$ cat src/rtl/cabin_pkg.sv
// cabin_pkg: shared engine/door command codes, sensor_door codes and door states.
package cabin_pkg;
    localparam logic [1:0] ENG_STOP   = 2'b00;
    localparam logic [1:0] ENG_UP     = 2'b01;
    localparam logic [1:0] ENG_DOWN   = 2'b10;
    localparam logic [1:0] ENG_HALT   = 2'b11;
    localparam logic [1:0] DOOR_HOLD  = 2'b00;
    localparam logic [1:0] DOOR_OPEN  = 2'b01;
    localparam logic [1:0] DOOR_CLOSE = 2'b10;
    localparam logic [1:0] DOOR_KEEP  = 2'b11;
    localparam logic [1:0] SD_CLOSED  = 2'b10;
    localparam logic [1:0] SD_OPEN    = 2'b01;
    localparam logic [1:0] SD_TRANSIT = 2'b00;

    typedef enum logic [1:0] {DS_CLOSED, DS_OPENING, DS_OPEN, DS_CLOSING} door_state_t;

    function automatic logic eng_moving(input logic [1:0] e);
        return e == ENG_UP || e == ENG_DOWN;
    endfunction
endpackage

$ cat src/rtl/cabin_door.sv
// cabin_door: door FSM with stroke counter 0..DELAY_DOOR; open_ok carries the
// level/motion interlock decided by the cabin.
module cabin_door
    import cabin_pkg::*;
#(
    parameter int DELAY_DOOR = 10
) (
    input  logic       clock,
    input  logic       an_reset,
    input  logic [1:0] door,
    input  logic       open_ok,
    output logic       closed,
    output logic [1:0] sensor_door
);
    localparam int CW = $clog2(DELAY_DOOR + 1);

    door_state_t   state, state_nx;
    logic [CW-1:0] cnt, cnt_nx, cnt_up, cnt_dn;
    logic          opening, closing;

    always_ff @(posedge clock or negedge an_reset) begin
        if (!an_reset) begin
            state <= DS_CLOSED;
            cnt   <= '0;
        end else begin
            state <= state_nx;
            cnt   <= cnt_nx;
        end
    end

    // Reversals keep the current count, so the stroke retraces from where it is.
    always_comb begin
        cnt_up   = cnt + 1'b1;
        cnt_dn   = cnt - 1'b1;
        opening  = (state == DS_OPENING && door != DOOR_CLOSE) ||
                   (open_ok && (state == DS_CLOSED || state == DS_CLOSING));
        closing  = (state == DS_CLOSING && !open_ok) ||
                   (door == DOOR_CLOSE && (state == DS_OPEN || state == DS_OPENING));
        cnt_nx   = opening ? cnt_up : closing ? cnt_dn : cnt;
        state_nx = opening ? (cnt_up == CW'(DELAY_DOOR) ? DS_OPEN : DS_OPENING) :
                   closing ? (cnt_dn == '0 ? DS_CLOSED : DS_CLOSING) : state;
    end

    assign closed      = state == DS_CLOSED;
    assign sensor_door = state == DS_CLOSED ? SD_CLOSED : state == DS_OPEN ? SD_OPEN : SD_TRANSIT;
endmodule

$ cat src/rtl/cabin_plant.sv
// cabin_plant: elevator cabin and door plant model with motion/door interlocks.
// Define CABIN_FAULT_EN to enable the sticky illegal-command fault flag.
module cabin_plant
    import cabin_pkg::*;
#(
    parameter int FLOORS       = 8,
    parameter int DELAY_ENGINE = 10,
    parameter int DELAY_DOOR   = 10
) (
    input  logic                      clock,
    input  logic                      an_reset,
    input  logic [1:0]                engine,
    input  logic [1:0]                door,
    output logic [1:0]                sensor_door,
    output logic                      sensor_up,
    output logic                      sensor_down,
    output logic [$clog2(FLOORS)-1:0] floor,
    output logic                      at_floor,
    output logic                      fault
);
    localparam int FW = $clog2(FLOORS);
    localparam int OW = $clog2(DELAY_ENGINE);

    logic [OW-1:0] offset, offset_nx;
    logic [FW-1:0] floor_nx;
    logic          closed, moving, open_ok, go_up, go_down, wrap_up, wrap_dn;

    cabin_door #(.DELAY_DOOR(DELAY_DOOR)) u_door (
        .clock       (clock),
        .an_reset    (an_reset),
        .door        (door),
        .open_ok     (open_ok),
        .closed      (closed),
        .sensor_door (sensor_door)
    );

    assign at_floor = offset == '0;

    // Position is floor plus a sub-floor offset; only a closed door lets it change.
    always_comb begin
        moving      = eng_moving(engine);
        sensor_up   = at_floor && floor == FW'(FLOORS - 1);
        sensor_down = at_floor && floor == '0;
        go_up       = engine == ENG_UP && closed && !sensor_up;
        go_down     = engine == ENG_DOWN && closed && !sensor_down;
        wrap_up     = offset == OW'(DELAY_ENGINE - 1);
        wrap_dn     = at_floor;
        offset_nx   = go_up ? (wrap_up ? '0 : offset + 1'b1) :
                      go_down ? (wrap_dn ? OW'(DELAY_ENGINE - 1) : offset - 1'b1) : offset;
        floor_nx    = (go_up && wrap_up) ? floor + 1'b1 : (go_down && wrap_dn) ? floor - 1'b1 : floor;
        open_ok     = door == DOOR_OPEN && at_floor && !moving;
    end

    always_ff @(posedge clock or negedge an_reset) begin
        if (!an_reset) begin
            floor  <= '0;
            offset <= '0;
        end else begin
            floor  <= floor_nx;
            offset <= offset_nx;
        end
    end

`ifdef CABIN_FAULT_EN
    logic illegal;

    assign illegal = (moving && !closed) || (engine == ENG_UP && sensor_up) ||
                     (engine == ENG_DOWN && sensor_down) ||
                     (door == DOOR_OPEN && (!at_floor || moving));

    always_ff @(posedge clock or negedge an_reset) begin
        if (!an_reset)
            fault <= 1'b0;
        else
            fault <= fault | illegal;
    end
`else
    assign fault = 1'b0;
`endif
endmodule

$ cat config.mk
export PLATFORM = sky130hd
export DESIGN_NAME = cabin_plant
export DESIGN_NICKNAME = d
export VERILOG_FILES = /design/src/rtl/cabin_pkg.sv /design/src/rtl/cabin_door.sv /design/src/rtl/cabin_plant.sv
export SDC_FILE = /design/constraint.sdc
export NUM_CORES = 1
export LEC_CHECK = 0
export CAP_MARGIN = 20
export CORE_MARGIN = 5
export CORE_UTILIZATION = 55
export DETAILED_ROUTE_END_ITERATION = 10
export DONT_BUFFER_PORTS = 1
export GPL_TIMING_DRIVEN = 0
export PLACE_DENSITY = 0.73
export SETUP_SLACK_MARGIN = 0.05
export SLEW_MARGIN = 5
export SYNTH_ARGS = -nofsm -noshare
export SYNTH_HDL_FRONTEND = slang
export SYNTH_SLANG_ARGS = --single-unit
$ cat constraint.sdc
create_clock -name clock -period 2.3 [get_ports clock]
set_input_delay 0.46 -clock clock [delete_from_list [all_inputs] [get_ports clock]]
set_output_delay 0.46 -clock clock [all_outputs]
set_load 0.01 [all_outputs]
==> run metrics, run 1 <==
Yosys reg bits 13; fmax 457 MHz; design area 1310 um^2; # clock sinks 13; CTS tree done; Remaining Overflow, GRT 0; routed via count 959; Min Hold Slack 0.532 ns; vias in the first global route 867; Initial Util 0.573; WL met2 1170 um; asr flop ratio synth 1.00; slew of the pin with the lowest slew margin 0.589 ns; cell taking the most area after synthesis dfrtp_1; clock root cell clkbuf_4; GRT Util Overall 0.158; Distinct cells, synth 42; Avg Vias per Cell 5.78; clock buffer count from CTS 3; chip width 55.2 um; critical path's largest stage delay 0.51 ns; number of setup violations in the final report 0; DR WL met3 179 um; worst-path cell chain buf_6, or4_4, buf_6, inv_8, nand4_4, inv_2; DRT Pass-1 Iters 4; Detailed Route Iter0 Violations 18; Gate Count Post-Synth 124; max-slew violation count 0; Placer Congestion 0.886; top cells by area, synth dfrtp_1, ha_1, xnor2_1; Tot Pwr 1.44 mW; largest net degree at the start of global routing 14; Primary FF master, synth dfrtp_1; Worst EP arrival 1.73 ns; EDFF count, synth 0; met1 wire length 1080 um; hold_sp door[0]; number of core rows 16; post-synthesis sequential area ratio 0.290; Slew headroom 0.606; boundary pin count 15; Setup WS post-layout 0.112 ns; ANT cells 0; Filler Cell Count 173; Hold Crit Class primary input to register; synth-to-layout area growth 16.7%; Synthesized Nets 141; input/output buffers 0; Peak supply drop 0.750 mV; Final period util 0.951; Crit path required time 1.84 ns; Worst path slowest cell or4_4; Final ANT Viol Nets 0; Non-Filler Instances 166; RSZ-0062 raised after global routing true; Hold Vio Cnt, Final 0; register area 325 um^2; Die Area 3050 um^2; run status finished clean; Yosys top cell area share 0.290; first-pass GRT wire length 3950 um; P_leak 0.564 nW; residual DRC count 0; core area 1960 um^2; Fin Clk Skew 0.000482 ns; commonest cells in the synthesized netlist dfrtp_1, nand2_1, ha_1, inv_1; dpl cell area 1160 um^2; post-layout util 0.668; worst skew pair latency 0.27 ns; MaxCap Viol Count 0; CP Buf/Inv Count 4; antenna violations before repair 0; YS warnings 0; Placed Instances 151; Die H 55.2 um; CP Capture Type output pin; worst slack, placed -0.132 ns; Top Layer Used met4; cell area after synthesis 1120 um^2; Pwr per Cell Area 1100 nW/um^2; count leader, synth dfrtp_1; CTS max path bufs 2; cell family with most CP delay simple AND/OR/NAND/NOR gates; proportion of layout cells with a drive suffix above 1 0.252; routed len/inst 14.9 um; kind of critical path register to output pin; Reg clk slew, reported paths 0.07 ns; CP startpoint offset[1]; Top cell by count, worst path buf_6; startpoint types register; syn_area_per_cell 9.06 um^2; Fin Setup TNS 0 ns; crit path time final 2.19 ns; final wirelength 2470 um; multi-input logic area 743 um^2; RR Startpoint offset[1]; hpwl dp 1710 um; H-tree levels 1; nets 157; crit-path max FO 7
[repair_timing]
action	CTS	global route
hold buffers	1	0
hold endpoints to repair	13	0
pin swaps	0	4
resized for setup	4	10
endpoints found under the setup margin	3	7
setup buffers	2	8
[routing by layer]
metal / vias up / global-route usage
li1: 463 / -
met4: 0 / 0.0313
met2: 38 / 0.245
met1: 452 / 0.211
met3: 6 / 0.0559
met5: - / 0
[final cells by class]
class | count | share of cell area
Buffer | 7 | 0.0372
Clock buffer | 4 | 0.0200
Inverter | 10 | 0.0344
Multi-Input combinational cell | 94 | 0.567
Sequential cell | 13 | 0.248
Tap cell | 27 | 0.0258
Timing Repair Buffer | 11 | 0.0677
[worst reg2reg max path, cell delays in order, from the launching register on]
cell	delay (ns)
dfrtp_1	0.38
buf_6	0.12
or4_4	0.51
buf_6	0.16
inv_8	0.06
nand4_4	0.12
buf_6	0.17
o221ai_4	0.28
a221oi_2	0.06
o22a_1	0.22
[power by group]
part           total (mW)  internal (mW)  switching, mW
Combinational       0.839          0.401          0.438
Sequential          0.465          0.323          0.143
Clock               0.138         0.0673         0.0709
[registers in the layout, summed over array words and instances, names as in the netlist]
name	cells
u_door.cnt	4
offset	4
floor	3
u_door.state	2
[cell families (layout without fill, tap and decap cells)]
group | count (synthesis) | after routing | share of synthesized area
buffers and inverters | 17 | 32 | 0.0813
AND/OR/NAND/NOR | 44 | 44 | 0.215
multiplexers | 3 | 3 | 0.0278
AO/OA/AOI/OAI | 27 | 27 | 0.192
adder cells (fa/ha/maj) | 11 | 11 | 0.129
other | 1 | 1 | 0.00334
XOR/XNOR | 8 | 8 | 0.0624
flip-flops | 13 | 13 | 0.290
[cells in the final DEF, fill, tap and decap left out, types with 4 or more instances in the layout]
master and n:
clkbuf_1 4, ha_1 9, inv_1 6, nor3_1 4, a31oi_1 5, xnor2_1 7
nor2_1 7, nand2_1 12, o21ai_0 6, nand3_1 4, buf_4 11, dfrtp_1 13
[worst paths after layout]
kind,end,slack [ns],depth (start not counted)
hold / removal,u_door.state[1],0.53,3
hold reg to reg,offset[1],0.62,3
setup reg to reg,offset[2],0.12,9
max in group asynchronous,u_door.state[0],1.30,1
setup / recovery,sensor_up,0.11,6
min in group asynchronous,offset[3],0.62,1
(Power assumes the default switching activity.)
==> run 2, diff against run 1 <==
--- a/config.mk
+++ b/config.mk
@@ -13,6 +13,7 @@
 export GPL_TIMING_DRIVEN = 0
 export PLACE_DENSITY = 0.73
 export SETUP_SLACK_MARGIN = 0.05
+export SKIP_LAST_GASP = 1
 export SLEW_MARGIN = 5
 export SYNTH_ARGS = -nofsm -noshare
 export SYNTH_HDL_FRONTEND = slang
==> results of run 2 <==
Final layout, timing and power as in run 1 (identical DEF).
